$ cat src/rtl/apb_pkg.sv
// Shared types and default geometry for the APB register-memory completer.
package apb_pkg;

  localparam int APB_ADDR_WIDTH  = 8;
  localparam int APB_DATA_WIDTH  = 32;
  localparam int APB_DEPTH       = 32;
  localparam int APB_WAIT_STATES = 0;

  typedef enum logic [1:0] {
    IDLE   = 2'd0,
    SETUP  = 2'd1,
    ACCESS = 2'd2
  } apb_state_e;

endpackage

$ cat src/rtl/apb_mem.sv
// Word-addressed register array: synchronous write, registered read port,
// synchronous clear on reset.
module apb_mem #(
  parameter int DATA_WIDTH = 32,
  parameter int DEPTH      = 32,
  parameter int IDX_WIDTH  = $clog2(DEPTH)
) (
  input  logic                  clk,
  input  logic                  rst,
  input  logic                  wr_en,
  input  logic                  rd_en,
  input  logic                  rd_zero,
  input  logic [IDX_WIDTH-1:0]  idx,
  input  logic [DATA_WIDTH-1:0] wdata,
  output logic [DATA_WIDTH-1:0] rdata
);

  logic [DATA_WIDTH-1:0] mem_r [DEPTH];
  logic [DATA_WIDTH-1:0] rdata_r;

  // Storage array update and read-data register; rd_zero forces the error read value.
  always_ff @(posedge clk) begin
    if (!rst) begin
      for (int i = 0; i < DEPTH; i++) begin
        mem_r[i] <= {DATA_WIDTH{1'b0}};
      end
      rdata_r <= {DATA_WIDTH{1'b0}};
    end else begin
      if (wr_en) begin
        mem_r[idx] <= wdata;
      end
      if (rd_zero) begin
        rdata_r <= {DATA_WIDTH{1'b0}};
      end else if (rd_en) begin
        rdata_r <= mem_r[idx];
      end
    end
  end

  assign rdata = rdata_r;

endmodule

$ cat src/rtl/apb_slave.sv
// APB3 completer in front of apb_mem: protocol FSM, wait-state counter,
// address range check and registered pready/pslver.
module apb_slave
  import apb_pkg::*;
#(
  parameter int ADDR_WIDTH  = APB_ADDR_WIDTH,
  parameter int DATA_WIDTH  = APB_DATA_WIDTH,
  parameter int DEPTH       = APB_DEPTH,
  parameter int WAIT_STATES = APB_WAIT_STATES
) (
  input  logic                  clk,
  input  logic                  rst,
  input  logic                  psel,
  input  logic                  penable,
  input  logic                  pwrite,
  input  logic [ADDR_WIDTH-1:0] paddr,
  input  logic [DATA_WIDTH-1:0] pwdata,
  output logic                  pready,
  output logic                  pslver,
  output logic [DATA_WIDTH-1:0] prdata
);

  localparam int IDX_WIDTH = $clog2(DEPTH);
  localparam int CNT_WIDTH = $clog2(WAIT_STATES + 2);

  apb_state_e           state_r, state_s;
  logic [CNT_WIDTH-1:0] cnt_r, cnt_s, eff_cnt_s;
  logic                 pready_r, pslver_r;
  logic                 access_s, done_s, in_range_s;
  logic                 wr_en_s, rd_en_s, rd_zero_s;

  assign in_range_s = ({1'b0, paddr} < (ADDR_WIDTH + 1)'(DEPTH));

  // Next-state, wait-count and completion decode.
  // The SETUP->ACCESS edge is the first access edge and counts as count 0,
  // so WAIT_STATES=0 completes on the edge right after penable rises.
  always_comb begin
    state_s   = state_r;
    access_s  = 1'b0;
    eff_cnt_s = (state_r == ACCESS) ? cnt_r : {CNT_WIDTH{1'b0}};
    case (state_r)
      IDLE: begin
        if (psel && !penable) begin
          state_s = SETUP;
        end else begin
          state_s = IDLE;
        end
      end
      SETUP: begin
        if (!psel) begin
          state_s = IDLE;
        end else if (penable) begin
          state_s  = ACCESS;
          access_s = 1'b1;
        end else begin
          state_s = SETUP;
        end
      end
      ACCESS: begin
        // With pready up, this edge is where the requester finishes.
        if (pready_r) begin
          state_s = psel ? SETUP : IDLE;
        end else if (!psel) begin
          state_s = IDLE;
        end else begin
          state_s  = ACCESS;
          access_s = 1'b1;
        end
      end
      default: begin
        state_s = IDLE;
      end
    endcase

    done_s = access_s && (eff_cnt_s == CNT_WIDTH'(WAIT_STATES));
    if (access_s && !done_s) begin
      cnt_s = eff_cnt_s + CNT_WIDTH'(1);
    end else begin
      cnt_s = {CNT_WIDTH{1'b0}};
    end
  end

  assign wr_en_s   = done_s && pwrite && in_range_s;
  assign rd_en_s   = done_s && !pwrite && in_range_s;
  assign rd_zero_s = done_s && !in_range_s;

  // FSM, counter and handshake output registers.
  always_ff @(posedge clk) begin
    if (!rst) begin
      state_r  <= IDLE;
      cnt_r    <= {CNT_WIDTH{1'b0}};
      pready_r <= 1'b0;
      pslver_r <= 1'b0;
    end else begin
      state_r  <= state_s;
      cnt_r    <= cnt_s;
      pready_r <= done_s;
      pslver_r <= rd_zero_s;
    end
  end

  apb_mem #(
    .DATA_WIDTH (DATA_WIDTH),
    .DEPTH      (DEPTH),
    .IDX_WIDTH  (IDX_WIDTH)
  ) u_mem (
    .clk     (clk),
    .rst     (rst),
    .wr_en   (wr_en_s),
    .rd_en   (rd_en_s),
    .rd_zero (rd_zero_s),
    .idx     (paddr[IDX_WIDTH-1:0]),
    .wdata   (pwdata),
    .rdata   (prdata)
  );

  assign pready = pready_r;
  assign pslver = pslver_r;

endmodule

$ cat config.mk
export PLATFORM = sky130hd
export DESIGN_NAME = apb_slave
export DESIGN_NICKNAME = d
export VERILOG_FILES = /design/src/rtl/apb_pkg.sv /design/src/rtl/apb_mem.sv /design/src/rtl/apb_slave.sv
export SDC_FILE = /design/constraint.sdc
export NUM_CORES = 1
export LEC_CHECK = 0
export ABC_AREA = 0
export BUFFER_PORTS_ARGS = -buffer_cell sky130_fd_sc_hd__buf_4
export CAP_MARGIN = 10
export CELL_PAD_IN_SITES_DETAIL_PLACEMENT = 1
export CELL_PAD_IN_SITES_GLOBAL_PLACEMENT = 1
export CORE_ASPECT_RATIO = 0.7
export CORE_UTILIZATION = 32
export CTS_BUF_LIST = sky130_fd_sc_hd__clkbuf_8 sky130_fd_sc_hd__clkbuf_16
export DETAILED_ROUTE_END_ITERATION = 7
export PLACE_DENSITY_LB_ADDON = 0.2
export RECOVER_POWER = 25
export SETUP_SLACK_MARGIN = 0.15
export SKIP_LAST_GASP = 1
export SLEW_MARGIN = 20
export SYNTH_ARGS = -nofsm -noshare
export SYNTH_HDL_FRONTEND = slang
export SYNTH_SLANG_ARGS = --single-unit
$ cat constraint.sdc
create_clock -name clk -period 5.1 [get_ports clk]
set_input_delay 1.02 -clock clk [delete_from_list [all_inputs] [get_ports clk]]
set_output_delay 1.02 -clock clk [all_outputs]
set_load 0.01 [all_outputs]
# ---- After elaboration in Yosys (flattened, before gate mapping)
# Memory sizes are Yosys's and may differ from the RTL's. A register that Yosys moved wholly into a read port is not among the register bits.
# Index checks and enable logic that the tools add are counted.
dict set report op_classes {
  mux 20
  order_cmp 1
  n_eq_ne 2
  n_bitwise 2
  reduce_logical 16
  add_sub_neg 1
}
# cell n
set ops {}
lappend ops {{two-way mux 32 bit} 1}
lappend ops {{OR reduction 32 bit} 1}
lappend ops {{two-way mux 1 bit} 12}
lappend ops {{logical AND 1 bit} 8}
lappend ops {{less-than comparator 8 x 6 -> 1 bit (second input constant)} 1}
lappend ops {{two-way mux 2 bit} 4}
lappend ops {{case mux 2 bit (3 select lines)} 1}
lappend ops {{two-way mux 5 bit} 1}
lappend ops {{zero test 1 bit} 4}
lappend ops {{== test 2 x 1 -> 1 bit (second input constant)} 1}
lappend ops {{== test 2 bit (second input constant)} 1}
lappend ops {{zero test 2 bit} 1}
lappend ops {{inverter 1 bit} 2}
lappend ops {{case mux 1 bit (2 select lines)} 1}
lappend ops {{AND reduction 2 bit} 1}
lappend ops {{OR reduction 2 bit} 1}
lappend ops {{adder 1 bit (second input constant)} 1}
dict set report totals {
  input_bits 45
  ram_bits 1024
  n_memories 1
  out_inout_bits 34
  ff_bits 5
}
# name words width read_ports rd_ports_with_merged_regs wr line_no
set memory_table {}
lappend memory_table {u_mem.mem_r 32 32 1 1 32 apb_mem.sv:18} ;# logic [DATA_WIDTH-1:0] mem_r [DEPTH];

# ---- Longest topological paths before layout
# Gate-level depths: netlist (run 1).
dict set report logic_depth {
  word_depth 11
  depth_mapped 10
  ltp_nobuf 7
}

# ---- Hierarchy
# Synthesis (run 1) repeated with hierarchy kept, for this count alone.
dict set report hier_totals {
  hier_cells 3125
  area_unflattened_um2 47503.1
}
# module cells_each instances area_each_um2
set by_module_without_submodules {}
lappend by_module_without_submodules {apb_mem 3094 1 47202.8}
lappend by_module_without_submodules {apb_slave 31 1 300.3}

# ---- Worst setup path after synthesis (run 1)
# Ideal clock, no wire load.
dict set report synth_timing {
  path_type {in2reg}
  from {input paddr[7]}
  to {memory u_mem.mem_r[30][0] (enable)}
  arrival_time_ps 4380
  stages 6
  setup_slack_ps 254
  setup_time_ps 466
  path_buffers 2
  cell_sequence {nor3_4 nand4_1 or4_1 buf_2 buf_6 o21ai_0}
}
# element line_no
set synth_rtl {}
lappend synth_rtl {{from (decl)} apb_slave.sv:16} ;# input logic [ADDR_WIDTH-1:0] paddr,
lappend synth_rtl {{to (decl)} apb_mem.sv:18}

==> results of run 1 <==
[worst min-delay path, stage by stage (launching register included)]
cell and delay [ns]:
dfxtp_1 0.37, a21oi_1 0.08, nor2_1 0.07
[cells in the final DEF, fill, tap and decap left out, types with 20 or more instances in the layout]
master and instances:
a22oi_1 56, a31oi_1 25, and2_0 172, and2_1 856, buf_4 121, clkbuf_1 52, clkbuf_16 113, clkinv_2 22
dfxtp_1 37, edfxtp_1 1024, inv_1 29, mux2i_1 213, mux4_2 147, nand2_1 42, nor2_1 23, nor2_2 20
o21ai_0 33, o21ai_4 23, o22ai_1 94
[logic make-up (layout without fill, tap and decap cells)]
kind of cell / after synthesis / after routing / synth area share
adders and majority gates: 4 / 4 / 0.001046
DFF: 1061 / 1061 / 0.6582
and+or+nand+nor: 1204 / 1204 / 0.1553
buffers and inverters: 318 / 406 / 0.03217
muxes: 365 / 365 / 0.1149
AOI/OAI and AO/OA: 276 / 276 / 0.03829
other: 1 / 10 / 0.00007838
[power by group through the flow]
stage / registers, uW / logic [uW] / clock network (uW)
after global placement: 10000 / 1190 / 0
after CTS: 9860 / 1210 / 8790
final: 9860 / 1200 / 8650
after floorplan: 10000 / 632 / 0
after detailed placement: 10000 / 1210 / 0
after global routing: 9880 / 1250 / 9060
[layer usage]
layer	GRT usage	up-vias	share of wire
met1	0.3320	15448	0.47
li1	-	11857	-
met2	0.3321	1058	0.44
met3	0.03557	194	0.070
met5	0	-	0
met4	0.05012	0	0.024
[per-stage QoR]
step                      cell area, sq um  total power, uW
final                                54350            19710
after global routing                 54330            20190
after CTS                            54680            19860
after detailed placement             50860            11260
after global placement               50860            11220
after floorplan                      47840            10670
[final timing paths]
| check | startpoint | endpoint | slack (ns) | cells after the start |
|---|---|---|---|---|
| setup reg to reg | state_r[0]$_SDFF_PN0_ | u_mem.mem_r[14][10]$_SDFFCE_PN0P_ | 0.92 | 8 |
| hold / removal | pready$_SDFF_PN0_ | state_r[0]$_SDFF_PN0_ | 0.55 | 2 |
| setup / recovery | state_r[0]$_SDFF_PN0_ | u_mem.mem_r[14][10]$_SDFFCE_PN0P_ | 0.92 | 8 |
| hold reg to reg | pready$_SDFF_PN0_ | state_r[0]$_SDFF_PN0_ | 0.55 | 2 |
[final cells by class]
type | instances | share of cell area
Antenna cell | 9 | 0.0004143
Clock inverter | 85 | 0.01584
Inverter | 5 | 0.0003453
Sequential cell | 1061 | 0.5793
Tap cell | 1980 | 0.04558
Multi-Input combinational cell | 1850 | 0.2775
Timing Repair Buffer | 193 | 0.02638
Clock buffer | 123 | 0.05456
[flip-flops by register name, summed over array words and instances (netlist names)]
name         count
pready           1
cnt_r            1
state_r          2
pslver           1
u_mem.mem_r   1024
u_mem.rdata     32
==> key figures, run 1 <==
Timing
  – Final setup fails: 0
  – Worst-Margin Slew: 2.249 ns
  – Clk_skew: roughly 0.032 ns
  – Post-route setup slack: between 0.9 and 1 ns
  – Setup Total Neg Slack: 0 ns
  – Max Clk Rate: between 0.2 and 0.25 GHz
  – Tcrit/Tclk final: 0.8188
  – Final hold violations: 0
  – Count of pins over their slew limit: roughly 230
  – Slew margin rel.: -0.5153
  – WHS: 0.5547 ns
  – RSZ-0062 raised after global routing: no
  – Fin crit period: approximately 4.2 ns

Critical path
  – Crit path max fanout: 24
  – Critical path class: reg2reg
  – Critical path buffers and inverters: 3
  – Critical-path top delay cell: o21ai_0
  – Crit path max-delay family: compound AO/OA/AOI/OAI gates
  – Worst path cell trace: inv_1 -> ha_1 -> and2b_1 -> o21ai_0 -> or4_1 -> buf_4 -> o21ai_0 -> buf_12
  – Crit. End Element: flop
  – CP most frequent cell: o21ai_0
  – Largest stage delay, worst path: 1.73 ns
  – Crit path launch type: flop
  – Worst path required time: 5.51 ns
  – Worst EP arrival: 4.59 ns

Floorplan
  – # rows: about 120
  – DIE WIDTH: roughly 460 um
  – I/O pin count: 79
  – Placeable Area: 148100 sq um
  – Die ar.: between 150000 and 200000 sq um
  – Starting Density: 0.3231
  – Die extent in y: ~330 um

Synthesis
  – Syn. warnings: 0
  – Most frequent cell after synthesis: and2_1
  – Syn nets: roughly 3300
  – FFs w/ async S/R, synth: 0
  – Post-synth EDFFs: between 1000 and 1500
  – Flops & latches, synth: between 1000 and 1500
  – Mapped Area: ~48000 sq um
  – Top cell type by total area after synthesis: edfxtp_1
  – Top_reg_cell synth: edfxtp_1
  – Cell count after synthesis: 3229
  – Synth top cells by count: and2_1, edfxtp_1, mux2i_1, clkbuf_1, mux4_2
  – Netlist cell types: 56
  – Share of the yosys chip area belonging to registers: 0.6582
  – Mean Syn Cell Area: between 10 and 15 sq um
  – Top post-synthesis cells by area: edfxtp_1, and2_1, mux4_2
  – Synth top area share: 0.6427

Cells and area
  – Fill cells: ~15000
  – Area Growth Syn to Fin: 13.61%
  – Footprint of the multi-input gates: 15090 sq um
  – Fin nets: approximately 3300
  – FF+latch area: 31490 sq um
  – Fin cells: roughly 5300
  – Share of cells above drive strength 1: 0.1568
  – Final core occ: 0.3671

Routing
  – Via density: between 5 and 6
  – DRT antenna net count: 0
  – Final WL: 168700 um
  – DRC Markers: 4
  – Total number of vias: 28557
  – Routed len/inst: approximately 32 um
  – DR pass1 iterations: 7
  – Starting DRT DRC Count: 3525

Clock network
  – Max Root-Sink Buffers: 3
  – CTS sink cnt: around 1100
  – Worst-Skew Late Latency: between 0.7 and 0.8 ns
  – TritonCTS clock tree: built
  – Root buffer cell: clkbuf_16
  – Setup bufs post-CTS: 0
  – CTS clk-pin slew, worst paths: roughly 0.06 ns
  – Hold Buf Count CTS: 0
  – Number of gates resized after cts: 0
  – TritonCTS buffer count: between 100 and 150
  – CTS H-tree depth: 3

Global route
  – Vias in the first global route: about 29000
  – Largest net degree at the start of global routing: 86
  – Gr usage total: 0.2207
  – First-pass GRT wire length: 233300 um
  – GRT Residual Overflow: 0
  – Initial antenna violation count: 24

Placement
  – Post-DP HPWL: between 100000 and 150000 um
  – Dpl cells: 5089
  – Setup WS pre-CTS: ~0.8 ns
  – Placer Congestion: between 0.8 and 0.9
  – Number of buffers added on ports: just under 80

Power and ir drop
  – Psw: 4528 uW
  – Power density of the placed cells: between 300 and 400 nW/um^2
  – Clk pwr share: 0.439
  – Switching Share: 0.2297
  – Leak pwr: 0.01969 uW
  – Int Pwr: approximately 15000 uW
  – Reg power frac: 0.500
  – Peak supply drop: about 0.00026 V
  – Combinational Power Share: 0.061

Worst hold path
  – Hold/Removal Path Class: reg2reg

Status
  – Failing checks: design-rule violations, max-capacitance violations, max-slew violations
  – Status: complete, but fails checks

Job
  – Max-capacitance violation count: 9
Power figures use the tool's default switching activity.
==> inputs of run 2 (changes only) <==
Settings changed: ABC_AREA 0 to 1.
Clock period 5.1 ns to 4.3 ns, I/O delays scaled along.
==> run 2 against run 1 <==
The run ends with max-capacitance violations, max-slew violations left. Core utilization rose by 0.34 points. Register-to-register slack got worse by 0.16 ns. Hold slack worse by 0.16 ns. Setup slack got worse by 0.16 ns. Via count is 31% higher. Combinational power up 45%. Die area up 0.34%. Routed wire length rose by 8.6%. First-iteration DRC count up 13%. Flip-flop and latch count unchanged. Final cell count grew 40%. Area after synthesis rose by 0.34%. Largest cell class unchanged. Highest routed layer unchanged.
==> key figures, run 2 <==
Placement
  – Post-DP HPWL: 114000 um (+8.8%)
  – Number of buffers added on ports: 78 (unchanged)
  – Dpl cells: 7238 (+42%)
  – Placer Congestion: 0.8268 (-0.31%)

Synthesis
  – Cell count after synthesis: 5401 (+67%)
  – Mean Syn Cell Area: 8.889 sq um (-40%)
  – Top cell type by total area after synthesis: edfxtp_1
  – Top post-synthesis cells by area: edfxtp_1, nand2_1, nor2_1
  – Synth top area share: 0.6405 (-0.002178)
  – Adder-Cell Fraction of Synth Area: 0.001043 (-0.000003544)
  – Synth Area in Simple Gates: 0.3039 (+0.1486)
  – Post-Synth XOR/XNOR Area: 0 (unchanged)
  – Share of the yosys chip area belonging to registers: 0.6559 (-0.002230)
  – Netlist cell types: 17 (-70%)
  – Post-synth EDFFs: 1024 (unchanged)
  – FFs w/ async S/R, synth: 0 (unchanged)
  – Largest family of logic cells by synthesized area: simple AND/OR/NAND/NOR gates
  – Flops & latches, synth: 1061 (unchanged)
  – Synth Area in Compound Gates: 0.001668 (-0.03662)
  – Multiplexer share of the synthesized area: 0 (-0.1149)
  – Top_reg_cell synth: edfxtp_1
  – Syn. warnings: 0 (unchanged)
  – Syn nets: 5450 (+66%)
  – Mapped Area: 48010 sq um (+0.34%)
  – Most frequent cell after synthesis: nand2_1
  – Synth top cells by count: nand2_1, nor2_1, edfxtp_1, clkbuf_1, nand3_1

Timing
  – Worst-Margin Slew: 2.091 ns (-0.1586 ns)
  – Clk_skew: 0.02743 ns (-0.004734 ns)
  – Max Clk Rate: 0.2826 GHz (+18%)
  – RSZ-0062 raised after global routing: no
  – Tcrit/Tclk final: 0.8230 (+0.004172)
  – Setup Total Neg Slack: 0 ns (unchanged)
  – Count of pins over their slew limit: 561 (+140%)
  – Fin crit period: 3.539 ns (-0.6371 ns)
  – Final hold violations: 0 (unchanged)
  – Slew margin rel.: -0.3937 (+0.1216)
  – Final setup fails: 0 (unchanged)

Cells and area
  – FF+latch area: 31490 sq um (unchanged)
  – Area Growth Syn to Fin: 14.50%
  – Fin cells: 7450 (+40%)
  – Top reg by flops: u_mem.mem_r
  – Footprint of the multi-input gates: 14830 sq um (-1.7%)
  – Fin nets: 5422 (+66%)
  – Share of cells above drive strength 1: 0.07424 (-0.08253)
  – Fill cells: 17123 (+14%)
  – Commonest non-fill, non-tap cell in the layout: nand2_1
  – Most frequent cells in the layout: nand2_1, nor2_1, edfxtp_1
  – Largest register FFs: 1024 (unchanged)

Global route
  – Met2 usage: 0.3460 (+0.01395)
  – Met3 Usage GRT: 0.03531 (-0.0002620)
  – First-pass GRT wire length: 264400 um (+13%)
  – Initial antenna violation count: 5 (-79%)
  – Vias in the first global route: 36454 (+26%)
  – Gr usage total: 0.2396 (+0.01893)
  – Largest net degree at the start of global routing: 112 (+30%)
  – GRT Residual Overflow: 0 (unchanged)
  – Grt met1 use: 0.3770 (+0.04499)
  – Top Usage Layer GRT: met1

Routing
  – Via density: 5.010 (-6.9%)
  – DRT antenna net count: 0 (unchanged)
  – Final WL: 183100 um (+8.6%)
  – DR pass1 iterations: 5 (-2)
  – Starting DRT DRC Count: 3983 (+13%)
  – DRC Markers: 0 (-4)
  – Routed len/inst: 24.58 um (-23%)
  – Total number of vias: 37325 (+31%)

Clock network
  – Setup bufs post-CTS: 0 (unchanged)
  – Worst-Skew Late Latency: 0.74 ns (about the same)
  – TritonCTS buffer count: 113 (+1.8%)
  – Hold Buf Count CTS: 0 (unchanged)
  – Root buffer cell: clkbuf_16
  – TritonCTS clock tree: built
  – Number of gates resized after cts: 0 (unchanged)
  – Max Root-Sink Buffers: 3 (unchanged)
  – CTS clk-pin slew, worst paths: 0.06 ns (about the same)
  – CTS H-tree depth: 3 (unchanged)
  – CTS sink cnt: 1061 (unchanged)

Critical path
  – Crit. End Element: flop
  – Crit path max fanout: 32 (+33%)
  – Critical path buffers and inverters: 4 (+1)
  – Critical path class: reg2reg
  – Worst EP arrival: 3.92 ns (-0.67 ns)
  – Crit path launch type: flop
  – Largest stage delay, worst path: 1.51 ns (-0.22 ns)
  – Flop2flop setup slack: 0.76 ns (-0.16 ns)
  – Worst path cell trace: inv_1 -> ha_1 -> inv_1 -> o21ai_0 -> nand3_1 -> nor2_1 -> buf_12 -> nand3_1 -> clkbuf_1 -> nor2_1
  – Worst path required time: 4.68 ns (-0.83 ns)
  – Crit path max-delay family: buffers and inverters
  – Critical-path top delay cell: clkbuf_1

Power and ir drop
  – Power density of the placed cells: 432.9 nW/um^2 (+19%)
  – Leak pwr: 0.02420 uW (+23%)
  – Peak supply drop: 0.0002973 V (+12%)

Floorplan
  – # rows: 118 (unchanged)
  – DIE WIDTH: 464.9 um (+0.17%)
  – Starting Density: 0.3235 (+0.0004532)
  – I/O pin count: 79 (unchanged)
  – Die extent in y: 326.1 um (+0.17%)
  – Die ar.: 151600 sq um (+0.34%)
  – Placeable Area: 148400 sq um (+0.20%)

Status
  – Status: complete, but fails checks
  – Failing checks: max-capacitance violations, max-slew violations

Job
  – Max-capacitance violation count: 17 (+8)

Worst hold path
  – Hold/Removal Path Class: in2reg
-- run 2: cell count changes in the layout (fill, tap and decap cells not counted), sizes merged, moves of 94 or more --
| cell | delta |
|---|---|
| mux4 | -147 |
| nand2 | +2393 |
| mux2i | -213 |
| nor2 | +1253 |
| and2 | -1029 |
| o22ai | -94 |
-- run 2: logic make-up after synthesis --
family	after synthesis
adder cells (fa/ha/maj)	4
buffers and inverters	474
other	1
AO/OA/AOI/OAI	16
flip-flops	1061
AND/OR/NAND/NOR	3845
-- run 2: where the power goes --
group	switching [uW]	total [uW]	internal [uW]
Clock	4370	10400	5980
Sequential	91.0	11700	11600
Combinational	1390	1740	356
-- run 2: layout make-up --
type | count | area share
flip-flops and latches | 1061 | 0.5729
multi-input cells | 3866 | 0.2699
clock buffers | 120 | 0.05402
well taps | 1980 | 0.04507
repair buffers | 250 | 0.03640
clock inverters | 91 | 0.01591
inverters | 81 | 0.005805
diodes | 1 | 0.00004553
-- run 2: layer usage --
layer | routed length [um] | vias up
met2 | 77000 | 1078
li1 | - | 17009
met3 | 11770 | 175
met1 | 91190 | 19063
met4 | 3183 | 0
met5 | 0 | -
-- run 2: final timing paths --
| check | endpoint | startpoint | cells past startpoint |
|---|---|---|---|
| setup / recovery | u_mem.mem_r[10][27]$_SDFFCE_PN0P_ | state_r[0]$_SDFF_PN0_ | 10 |
| hold / removal | state_r[1]$_SDFF_PN0_ | psel | 3 |
| setup reg to reg | u_mem.mem_r[10][27]$_SDFFCE_PN0P_ | state_r[0]$_SDFF_PN0_ | 10 |
| hold reg to reg | u_mem.rdata[28]$_SDFFE_PP0P_ | u_mem.rdata[28]$_SDFFE_PP0P_ | 4 |
-- run 2: metrics by stage --
stage / hold slack, ns / total power [uW] / utilization / worst slack [ns] / area (sq um)
finish: 0.3992 / 23800 / 0.3704 / 0.7612 / 54970
global route: 0.3768 / 24460 / 0.3704 / 0.5320 / 54960
CTS: 0.3522 / 23960 / 0.3720 / 1.143 / 55200
detailed placement: 0.5644 / 13660 / 0.3461 / 0.8601 / 51350
global placement: 0.5645 / 13640 / 0.3461 / 0.8754 / 51350
floorplan: 0.5289 / 12780 / - / 1.035 / 48010
-- run 2: worst reg2reg max path, stage by stage (launching register included) --
cell      delay (ns)
dfxtp_1         0.36
inv_1           0.07
ha_1            0.23
inv_1           0.06
o21ai_0         0.11
nand3_1         0.25
nor2_1          0.12
buf_12          0.21
nand3_1         0.16
clkbuf_1        1.51
nor2_1          0.11
